`config.mk`:
```
export PLATFORM = sky130hd
export DESIGN_NAME = bus_cycle_gen
export DESIGN_NICKNAME = d
export VERILOG_FILES = /design/src/rtl/pc_bus_pkg.sv /design/src/rtl/bus_wait_timer.sv /design/src/rtl/bus_cycle_gen.sv
export SDC_FILE = /design/constraint.sdc
export NUM_CORES = 1
export LEC_CHECK = 0
export ABC_AREA = 1
export BUFFER_PORTS_ARGS = -buffer_cell sky130_fd_sc_hd__buf_2
export CAP_MARGIN = 5
export CORE_MARGIN = 1
export CORE_UTILIZATION = 46
export CTS_BUF_LIST = sky130_fd_sc_hd__clkbuf_4 sky130_fd_sc_hd__clkbuf_8 sky130_fd_sc_hd__clkbuf_16
export DETAILED_ROUTE_END_ITERATION = 7
export GPL_ROUTABILITY_DRIVEN = 0
export GPL_TIMING_DRIVEN = 1
export PLACE_DENSITY_LB_ADDON = 0.08
export SLEW_MARGIN = 20
export SYNTH_ARGS = -nofsm -noshare
export SYNTH_HDL_FRONTEND = slang
export SYNTH_SLANG_ARGS = --single-unit
export TNS_END_PERCENT = 30
```
`constraint.sdc`:
```
create_clock -name clk -period 1.7 [get_ports clk]
set_clock_uncertainty 0.05 [all_clocks]
set_input_delay 0.255 -clock clk [delete_from_list [all_inputs] [get_ports clk]]
set_output_delay 0.255 -clock clk [all_outputs]
set_load 0.02 [all_outputs]
```
`src/rtl/pc_bus_pkg.sv`:
```
// Shared 8088 bus definitions: status codes, bus-cycle states, wait timeout limit.
// Latency: none, declarations only.
// Backpressure: none, declarations only.
package pc_bus_pkg;

  // 8088 status codes driven on s_n during T1/T2
  localparam logic [2:0] STS_INTA = 3'b000;
  localparam logic [2:0] STS_IOR  = 3'b001;
  localparam logic [2:0] STS_IOW  = 3'b010;
  localparam logic [2:0] STS_RSVD = 3'b011;
  localparam logic [2:0] STS_CODE = 3'b100;
  localparam logic [2:0] STS_MEMR = 3'b101;
  localparam logic [2:0] STS_MEMW = 3'b110;
  localparam logic [2:0] STS_PASV = 3'b111;

  // Bus-cycle states; TH is the bus-hold state
  typedef enum logic [2:0] {
    ST_TI = 3'd0,
    ST_T1 = 3'd1,
    ST_T2 = 3'd2,
    ST_T3 = 3'd3,
    ST_TW = 3'd4,
    ST_T4 = 3'd5,
    ST_TH = 3'd6
  } bus_state_e;

  // Number of consecutive wait states tolerated before a forced T4
  localparam int unsigned WAIT_TIMEOUT = 16;

  // Codes that drive write data onto the AD bus after T1
  function automatic logic is_write(input logic [2:0] code);
    return (code == STS_IOW) || (code == STS_MEMW);
  endfunction

  // Codes that never start a bus cycle and are answered with an error
  function automatic logic is_bad(input logic [2:0] code);
    return (code == STS_RSVD) || (code == STS_PASV);
  endfunction

endpackage

```
`src/rtl/bus_wait_timer.sv`:
```
// Counts consecutive TW cycles and flags the last one allowed before a forced T4.
// Latency: expired is combinational on the 16th consecutive TW cycle.
// Backpressure: none; any non-TW cycle restarts the count.
module bus_wait_timer
  import pc_bus_pkg::*;
(
  input  logic clk,
  input  logic rst,
  input  logic in_tw,
  output logic expired
);

  localparam logic [3:0] LAST_TW = 4'(WAIT_TIMEOUT - 1);

  logic [3:0] cnt_q, cnt_d;

  // Advance while waiting, restart otherwise; flag the final permitted wait state
  always_comb begin
    cnt_d   = in_tw ? cnt_q + 4'd1 : 4'd0;
    expired = in_tw && (cnt_q == LAST_TW);
  end

  // Wait-state counter register
  always_ff @(posedge clk) begin
    if (rst) cnt_q <= 4'd0;
    else     cnt_q <= cnt_d;
  end

endmodule

```
`src/rtl/bus_cycle_gen.sv`:
```
// 8088-style bus cycle generator: T1..T4 with wait states, INTA pairs and bus hold.
// Latency: accept at N, T1..T4 at N+1..N+4, rsp_valid at N+4 (+1 per TW); bad types answer at N+1.
// Backpressure: req_ready only in TI/T4 with no hold request and no INTA pair in flight.
// Optional: define BUS_WAIT_TIMEOUT_EN to force T4 with an error after 16 consecutive TW cycles.
module bus_cycle_gen
  import pc_bus_pkg::*;
(
  input  logic        clk,
  input  logic        rst,
  input  logic        req_valid,
  output logic        req_ready,
  input  logic [2:0]  req_type,
  input  logic [19:0] req_addr,
  input  logic [7:0]  req_wdata,
  output logic        rsp_valid,
  output logic [7:0]  rsp_rdata,
  output logic        rsp_err,
  output logic [2:0]  s_n,
  output logic [11:0] a_hi,
  output logic [7:0]  ad_out,
  output logic        ad_oe,
  input  logic [7:0]  ad_in,
  input  logic        ready,
  input  logic        hold_req,
  output logic        hold_ack
);

  bus_state_e  state_q, state_d;
  logic [2:0]  type_q, type_d;
  logic [19:0] addr_q, addr_d;
  logic [7:0]  wdata_q, wdata_d;
  logic [7:0]  rdata_q, rdata_d;
  logic        inta_ph_q, inta_ph_d;   // second INTA cycle outstanding
  logic        inta_gap_q, inta_gap_d; // first of the two idle cycles between INTA halves seen
  logic        tmo_q, tmo_d;           // current T4 was forced by the wait timeout
  logic        bad_rsp_q, bad_rsp_d;   // error answer for an unsupported type

  logic busy, in_wait, cur_wr, inta_pending, accept, t4_rsp, wait_expired;

`ifdef BUS_WAIT_TIMEOUT_EN
  bus_wait_timer u_wait_timer (
    .clk     (clk),
    .rst     (rst),
    .in_tw   (state_q == ST_TW),
    .expired (wait_expired)
  );
`else
  assign wait_expired = 1'b0;
`endif

  // Phase decode and request handshake
  always_comb begin
    busy         = state_q inside {ST_T1, ST_T2, ST_T3, ST_TW, ST_T4};
    in_wait      = (state_q == ST_T3) || (state_q == ST_TW);
    cur_wr       = is_write(type_q);
    inta_pending = inta_ph_q || (busy && (type_q == STS_INTA));
    req_ready    = ((state_q == ST_TI) || (state_q == ST_T4)) && !hold_req && !inta_pending;
    accept       = req_valid && req_ready;
  end

  // Next-state sequencing; hold is only honoured from TI between whole cycles
  always_comb begin
    state_d = state_q;
    case (state_q)
      ST_TI: begin
        if (inta_ph_q) begin
          if (inta_gap_q) state_d = ST_T1;
        end else if (hold_req) begin
          state_d = ST_TH;
        end else if (accept && !is_bad(req_type)) begin
          state_d = ST_T1;
        end
      end
      ST_T1:        state_d = ST_T2;
      ST_T2:        state_d = ST_T3;
      ST_T3, ST_TW: state_d = (ready || wait_expired) ? ST_T4 : ST_TW;
      ST_T4:        state_d = (accept && !is_bad(req_type)) ? ST_T1 : ST_TI;
      ST_TH:        if (!hold_req) state_d = ST_TI;
      default:      state_d = ST_TI;
    endcase
  end

  // Request latches, read capture, INTA pairing and timeout bookkeeping
  always_comb begin
    type_d     = accept ? req_type  : type_q;
    addr_d     = accept ? req_addr  : addr_q;
    wdata_d    = accept ? req_wdata : wdata_q;
    rdata_d    = (in_wait && ready) ? ad_in : rdata_q;
    bad_rsp_d  = accept && is_bad(req_type);
    inta_gap_d = ((state_q == ST_TI) && inta_ph_q) ? !inta_gap_q : 1'b0;

    inta_ph_d = inta_ph_q;
    if ((state_q == ST_T4) && (type_q == STS_INTA)) begin
      // A timed-out first half abandons the pair instead of running the second half
      inta_ph_d = !inta_ph_q && !tmo_q;
    end

    if (in_wait)                tmo_d = !ready && wait_expired;
    else if (state_q == ST_T4)  tmo_d = tmo_q;
    else                        tmo_d = 1'b0;
  end

  // State and datapath registers
  always_ff @(posedge clk) begin
    if (rst) begin
      state_q    <= ST_TI;
      type_q     <= STS_PASV;
      addr_q     <= 20'h0;
      wdata_q    <= 8'h00;
      rdata_q    <= 8'h00;
      inta_ph_q  <= 1'b0;
      inta_gap_q <= 1'b0;
      tmo_q      <= 1'b0;
      bad_rsp_q  <= 1'b0;
    end else begin
      state_q    <= state_d;
      type_q     <= type_d;
      addr_q     <= addr_d;
      wdata_q    <= wdata_d;
      rdata_q    <= rdata_d;
      inta_ph_q  <= inta_ph_d;
      inta_gap_q <= inta_gap_d;
      tmo_q      <= tmo_d;
      bad_rsp_q  <= bad_rsp_d;
    end
  end

  // Bus pins and response, decoded from the current state
  always_comb begin
    s_n      = ((state_q == ST_T1) || (state_q == ST_T2)) ? type_q : STS_PASV;
    a_hi     = busy ? addr_q[19:8] : 12'h000;
    hold_ack = (state_q == ST_TH);
    ad_oe    = 1'b0;
    ad_out   = 8'h00;
    if (state_q == ST_T1) begin
      ad_oe  = 1'b1;
      ad_out = addr_q[7:0];
    end else if (busy && cur_wr) begin
      ad_oe  = 1'b1;
      ad_out = wdata_q;
    end

    // The first INTA half completes silently unless it was cut short by the timeout
    t4_rsp    = (state_q == ST_T4) && !((type_q == STS_INTA) && !inta_ph_q && !tmo_q);
    rsp_valid = t4_rsp || bad_rsp_q;
    rsp_err   = bad_rsp_q || (t4_rsp && tmo_q);
    if (bad_rsp_q || (t4_rsp && tmo_q)) rsp_rdata = 8'hFF;
    else if (t4_rsp && !cur_wr)         rsp_rdata = rdata_q;
    else                                rsp_rdata = 8'h00;
  end

endmodule

```
Word level (Yosys, flattened, before mapping)
Index checks and enable logic that the tools add are counted.
{"block": "op_classes", "n_reduce_logical": 33, "muxes": 16, "eq_ne": 13, "n_bitwise": 1}
{"cell": "$mux W8", "n": 4}
{"cell": "$mux W3", "n": 6}
{"cell": "$pmux W3 S6", "n": 1}
{"cell": "$eq A3 B3 Y1 const B", "n": 5}
{"cell": "$logic_and A1 B1 Y1", "n": 13}
{"cell": "$eq A3 B2 Y1 const B", "n": 4}
{"cell": "$mux W12", "n": 1}
{"cell": "$logic_not A1 Y1", "n": 7}
{"cell": "$logic_or A1 B1 Y1", "n": 7}
{"cell": "$logic_not A3 Y1", "n": 2}
{"cell": "$reduce_bool A5 Y1", "n": 1}
{"cell": "$mux W1", "n": 4}
{"cell": "$ne A4 B3 Y1 const B", "n": 1}
{"cell": "$reduce_or A2 Y1", "n": 2}
{"cell": "$eq A3 B1 Y1 const B", "n": 1}
{"cell": "$ne A3 B3 Y1 const B", "n": 1}
{"cell": "$reduce_and A3 Y1", "n": 1}
{"cell": "$ne A2 B2 Y1 const B", "n": 1}
{"cell": "$not A1 Y1", "n": 1}
{"block": "word_totals", "inputBits": 44, "ff_bits": 45, "out_inout_bits": 36}

Longest topological paths before layout
Gate-level depths: netlist (run 1).
{"block": "depth", "depth_word": 12, "ltp_mapped": 10, "depth_no_buf": 9}

Worst setup path after synthesis (run 1)
Ideal clock, no wire load.
{"block": "synth_path", "kind": "flip-flop to output port", "from": "register state_q[0]", "to": "output ad_out[0]", "stages_incl_launch_ff": 9, "slack_ns": -0.044, "n_path_buf": 0, "arrival_ns": 1.439, "cell_sequence": "dfxtp_1 inv_1 nand2_1 nand3_2 nand3_2 inv_1 nor2_1 nand3_1 o21ai_0"}
{"block": "synth_between", "elab_chain_cells": 5, "elab_cells_between_ends": 9, "classes_between": "eq/ne (5); mux (2); reduce/logical (2)"}
{"element": "start, declared", "line_no": "bus_cycle_gen.sv:28", "source": "bus_state_e state_q, state_d;"}
{"element": "start signal, assigned", "line_no": "bus_cycle_gen.sv:116", "source": "state_q <= state_d;"}
{"element": "$eq A3 B1 Y1 (tied with other cells)", "line_no": "bus_cycle_gen.sv:53, bus_cycle_gen.sv:135"}
{"element": "$reduce_bool A5 Y1", "line_no": "bus_cycle_gen.sv:53", "source": "busy = state_q inside {ST_T1, ST_T2, ST_T3, ST_TW, ST_T4};"}
{"element": "$logic_and A1 B1 Y1", "line_no": "bus_cycle_gen.sv:138", "source": "end else if (busy && cur_wr) begin"}
{"element": "$mux W8", "line_no": "bus_cycle_gen.sv:138"}
{"element": "$mux W8 (*)", "line_no": "bus_cycle_gen.sv:135", "source": "if (state_q == ST_T1) begin"}
{"element": "end, declared", "line_no": "bus_cycle_gen.sv:20", "source": "output logic [7:0] ad_out,"}
Every way passes the cells marked *; elsewhere a longest branch is shown, timed or not.

Worst setup path in the final report (run 1)
{"block": "layout_path", "from": "register state_q[1]", "to": "output ad_out[4]"}
The elaborated chain is that of the path after synthesis.

==> results of run 1 <==
[how the worst max path moves through the flow]
stage	start	endpoint	slack, ps	depth (start not counted)
final	state_q[1]$_SDFFE_PP0P_	ad_out[4]	-270	6
after floorplan	state_q[0]$_SDFFE_PP0P_	ad_out[0]	50	8
after global routing	state_q[1]$_SDFFE_PP0P_	ad_out[3]	-340	6
after detailed placement	state_q[0]$_SDFFE_PP0P_	addr_q[16]$_SDFFE_PP0P_	-100	10
after global placement	state_q[0]$_SDFFE_PP0P_	ad_out[2]	-20	10
after CTS	state_q[0]$_SDFFE_PP0P_	ad_out[5]	-220	9
[through the flow]
step                      cell area [µm²]  setup TNS [ps]  util (%)  cells  setup slack [ps]
final                                3157           -8509     76.71    437            -267.6
after CTS                            2970           -5639     72.18    436            -219.8
after detailed placement             2590           -1074     62.94    411            -101.7
after global placement               2590          -126.4     62.94    411            -24.05
after global routing                 3157          -14830     76.71    437            -335.1
after floorplan                      2022               0         -    275             54.53
[tightest hold or removal path, cell delays in order]
cell and delay [ps]:
buf_2 70, nand2_1 40, nand3_1 50
[cells by family after synthesis]
kind of cell,synth area share (%)
compound gates,24.54
flops,44.61
buf+inv,11.52
simple gates,19.33
[power groups by stage]
stage	clock, mW	sequential [mW]	combinational (mW)
final	0.851	1.43	2.20
after floorplan	0	1.36	0.965
after detailed placement	0	1.38	1.50
after CTS	0.866	1.39	1.90
after global routing	0.922	1.46	2.38
after global placement	0	1.37	1.48
[placed cells by master, fill, tap and decap left out, drive strengths merged]
| master | Yosys | layout |
|---|---|---|
| nor3 | 3 | 3 |
| a21oi | 39 | 39 |
| a21boi | 1 | 1 |
| o21ai | 47 | 47 |
| o21bai | 1 | 1 |
| clkbuf | 6 | 7 |
| a31oi | 2 | 2 |
| nand4 | 2 | 2 |
| dfxtp | 45 | 45 |
| buf | 7 | 117 |
| bufinv | 0 | 1 |
| nand3 | 16 | 16 |
| o211ai | 1 | 1 |
| nand2 | 42 | 42 |
| or2 | 2 | 2 |
| nor2 | 20 | 20 |
| inv | 40 | 41 |
[state kept, by name, indices dropped and copies added (netlist names)]
signal and cells:
addr_q 20, bad_rsp_q 1, inta_gap_q 1, inta_ph_q 1
rdata_q 8, state_q 3, type_q 3, wdata_q 8
[routing by layer]
| metal | global-route usage (%) | up-vias | wire [µm] |
|---|---|---|---|
| met5 | 0 | - | 0 |
| met4 | 8.333 | 0 | 74 |
| met3 | 5.167 | 10 | 318 |
| met2 | 37.99 | 80 | 2720 |
| met1 | 27.48 | 969 | 2368 |
| li1 | - | 1122 | - |
[final cells by class]
class	count	area [µm²]
repair buffers	117	812.0
multi-input cells	176	1086
clock buffers	7	90.09
fillers	321	958.4
inverters	41	161.4
clock inverters	1	30.03
well taps	50	62.56
flip-flops and latches	45	914.6
[what timing repair did]
action	CTS	global route
setup endpoints to repair	62	76
buffers inserted	17	5
resized for setup	72	67
cloned	0	1
hold endpoints to repair	0	0
pin swaps	7	8
==> results.yml, run 1 <==
sta:
  maxSlewViolCount: 0
  fin_crit_sh_pct: 115.7
  max_slew_margin_pct: 83.52
  whs_ps: 116.0
  rsz0062_at_grt: "yes"
  setup_viol: 73
  hold_viol_final: 0
  fmax_mhz: 508.2
  setup_ws_ps: -267.6
  fin_crit_ps: 1968
  worst_slew_pin_slew_ps: 246.9
placement:
  port_buffers: 79
  dpl.hpwl_um: 3471
power:
  totalPowerFinal_mw: 4.479
  pwr-share-comb_pct: 49.1
  p_int_mw: 2.769
  p_switching_mw: 1.709
  p_seq_share_pct: 31.9
  p_clk_share_pct: 19.0
  p_sw_share_pct: 38.17
  power-per-cell-area_nw_per_um2: 1419
  power.leakage_nw: 1.392
  ir_drop_mv: 0.6680
global_route:
  grt_first_pass_wirelength_um: 7797
  grtUsageTotal_pct: 22.47
  antenna_found_initial: 0
  grt_pass1_vias: 1822
  grt-ovfl-total: 0
  grt_max_degree: 29
yosys:
  avgSynthCellArea_um2: 7.343
  synthDistinctLibCells: 25
  synth-edff-count: 0
  synthTopCellsByCount: "dfxtp_1 (45), o21ai_0 (44), inv_1 (40)"
  synth_top_flop_cell: "dfxtp_1"
  async_flop_share_pct: 0
  synth_area_um2: 2019
  ys_seq_area_share_pct: 44.61
  syn_nets: 319
  netlist_instances: 275
  synth_top_area_share_pct: 44.61
  yosys_warnings: 0
  synth_seq_cells: 45
  synth_area_leaders: "dfxtp_1 (45%), o21ai_0 (11%), a21oi_1 (7.9%)"
  synth_top_cell_by_area: "dfxtp_1"
  synth_most_common_cell: "dfxtp_1"
worst_setup_path:
  crit_type: "reg2out"
  worst-r2r-cell-count: 12
  crit_fanout: 14
  crit_path_max_incr_delay_ps: 390
  required_ps: 1390
  critPathBufInv: 2
  r2r-end: "state_q[2]$_SDFFE_PP0P_"
  cp_slowest_cell: "dfxtp_4"
  crit_top_cell: "buf_4"
  critPathTopFamily: "simple AND/OR/NAND/NOR gates"
  worstReg2RegStart: "state_q[1]$_SDFFE_PP0P_"
  reg2reg_slack_ps: -160
  crit_arrival_ps: 1660
  cp-end-kind: "output pin"
  start_kind: "register"
  crit_chain: "nor2_1, nand2_1, buf_4, nand3_2, o21ai_1, buf_4"
min_path:
  min_delay_path_depth: 3
  timing.hold.worst_endpoint: "type_q[2]$_SDFFE_PP1P_"
  worstHoldStart: "req_type[2]"
  hp-class: "in2reg"
clocking:
  cts_root_buf: "clkbuf_8"
  cts_max_level: 2
  clock_latency_ps: 290
  cts_buffers: 5
  cts_sinks: 45
  max-clock-path-buffers: 2
  clk_pin_slew_ps: 90
  cts_hold_buf: 0
  cts_tree: "built"
detailed_routing:
  avgRoutedWirePerCell_um: 12.54
  vias_per_cell: 4.991
  drtIter0Drc: 143
  antenna_left: 0
  vias: 2181
  drcViolationCount: 0
  dr.pass1.iters: 4
  routed_wl_um: 5481
floorplanning:
  initial_utilization_pct: 49.07
  die-area_um2: 4659
  design.core.area_um2: 4115
  rows: 23
  die_y_um: 68.26
  pin_count: 80
  die_w_um: 68.26
cells_and_area:
  antennaDiodeCount: 0
  area_delta_synth_final_pct: 56.32
  drive_above_1_share_pct: 50.13
  finalNetCount: 430
outcome:
  status: "finished, violations left"
  violations: "setup timing"
flow_run:
  drv_cap: 0
(Power assumes the default switching activity.)
==> run 2: changes to the inputs <==
- clock period: 1.7 -> 2 ns (I/O delays scaled with it)
==> run 2 against run 1 <==
Effect of this change:
- the run still ends with setup timing left
- worst hold slack gained 59 ps
- core utilization shrank 9.2 points
- sequential cell count is the same
- largest cell class unchanged
- highest routed layer unchanged
==> results.yml, run 2 (same netlist as run 1, synthesis figures left out) <==
sta:
  fmax_mhz: 490.3
  fin_crit_ps: 2040
  fin_crit_sh_pct: 102.0
  whs_ps: 174.7
  setup_viol: 4
  setup_ws_ps: -39.63
  max_slew_margin_pct: 63.38
  finalSetupTns_ps: -120.6
  hold_viol_final: 0
  maxSlewViolCount: 0
  worst_slew_pin_slew_ps: 547.7
  rsz0062_at_grt: "yes"
clocking:
  clk_pin_slew_ps: 80
  cts_hold_buf: 0
  cts_root_buf: "clkbuf_8"
  cts_sinks: 45
  clock_latency_ps: 290
  cts_tree: "built"
  cts_max_level: 2
  cts_buffers: 5
  max-clock-path-buffers: 2
floorplanning:
  initial_utilization_pct: 49.07
  die_w_um: 68.26
  rows: 23
  pin_count: 80
  design.core.area_um2: 4115
  die_y_um: 68.26
  die-area_um2: 4659
worst_setup_path:
  cp-end-kind: "output pin"
  crit_chain: "nand2_4, nand2_4, nand2_2, nand3_2, inv_2, nor2_2, buf_6, nand3_1, o21ai_1, buf_4"
  startpoint: "state_q[0]$_SDFFE_PP0P_"
  critPathBufInv: 3
  crit_path_max_incr_delay_ps: 430
  crit_fanout: 8
  crit_type: "reg2out"
  worst-r2r-cell-count: 8
  worstReg2RegStart: "state_q[1]$_SDFFE_PP0P_"
  cp_slowest_cell: "dfxtp_4"
  required_ps: 1650
  crit_top_cell: "nand2_4"
  reg2reg_slack_ps: 40
  r2r-end: "addr_q[7]$_SDFFE_PP0P_"
  critPathTopFamily: "simple AND/OR/NAND/NOR gates"
  start_kind: "register"
  crit_arrival_ps: 1690
cells_and_area:
  layout_common_cells: "buf_2 (71), dfxtp_1 (42), inv_1 (36)"
  final_common_cell: "buf_2"
  fin_area_um2: 2776
  drive_above_1_share_pct: 40.44
  largest-register: "addr_q"
  utilization_pct: 67.47
  area_delta_synth_final_pct: 37.48
  antennaDiodeCount: 0
  final_cells: 411
  finalNetCount: 405
  reg_top3: "addr_q (20), rdata_q (8), wdata_q (8)"
  largest_reg_flops: 20
min_path:
  hp-class: "in2reg"
  worstHoldStart: "req_type[2]"
  timing.hold.worst_endpoint: "type_q[2]$_SDFFE_PP1P_"
  min_delay_path_depth: 3
detailed_routing:
  vias_per_cell: 5.068
  drtIter0Drc: 113
  drcViolationCount: 0
  routed_wl_um: 5110
  dr.pass1.iters: 4
  vias: 2083
  antenna_left: 0
  avgRoutedWirePerCell_um: 12.43
placement:
  dp.cells: 397
  dpl.hpwl_um: 3325
  pre_cts_slack_ps: 145.9
  placed_cell_area_um2: 2457
  port_buffers: 79
flow_run:
  drv_cap: 0
outcome:
  violations: "setup timing"
  status: "finished, violations left"
global_route:
  grt_pass1_vias: 1789
  grt_first_pass_wirelength_um: 7541
  antenna_found_initial: 0
  grt_max_degree: 33
  grtUsageTotal_pct: 21.65
  grt-ovfl-total: 0
power:
  totalPowerFinal_mw: 3.175
  power-per-cell-area_nw_per_um2: 1143
  power.leakage_nw: 1.245
  ir_drop_mv: 0.5853
[run 2: cell count changes in the layout (fill, tap and decap cells not counted), sizes merged]
cell | before | now
buf | 117 | 92
bufinv | 1 | 0
clkinv | 0 | 1
inv | 41 | 40
[run 2: cell type report]
type | count | area [µm²]
timing repair buffer | 92 | 548.0
fill | 363 | 1339
clock buffer | 7 | 90.09
inverter | 41 | 160.2
multi-input combinational | 176 | 1003
tap | 50 | 62.56
sequential | 45 | 912.1
[run 2: worst max path at each step]
stage,end,slack [ps],cells past startpoint
2_1_floorplan,ad_out[0],210,8
3_3_place_gp,ad_out[2],190,10
3_5_place_dp,ad_out[0],150,10
4_1_cts,ad_out[2],1,10
5_1_grt,ad_out[6],-140,10
6_report,ad_out[6],-40,10
[run 2: metal layers]
metal | track usage (%) | up-vias | part of all wire (%)
met5 | 0 | - | 0
met4 | 9.115 | 0 | 1.6
met3 | 4.500 | 11 | 6.5
met2 | 36.89 | 84 | 49
met1 | 26.09 | 920 | 42
li1 | - | 1068 | -
[run 2: what timing repair did]
action                                  4_1_cts  5_1_grt
endpoints found under the hold margin         0        0
buffers inserted                              5        2
endpoints found under the setup margin       16       28
gates resized for setup                      23       39
cloned                                        0        0
pin swaps                                     2        3
[run 2: worst min-delay path, delay by kind of cell]
family	cells	cell delay, ps
buffers and inverters	1	80
and+or+nand+nor	2	100
[run 2: power by group]
| part | switching [mW] | internal [mW] |
|---|---|---|
| clock | 0.283 | 0.288 |
| sequential | 0.120 | 1.09 |
| combinational | 0.871 | 0.522 |
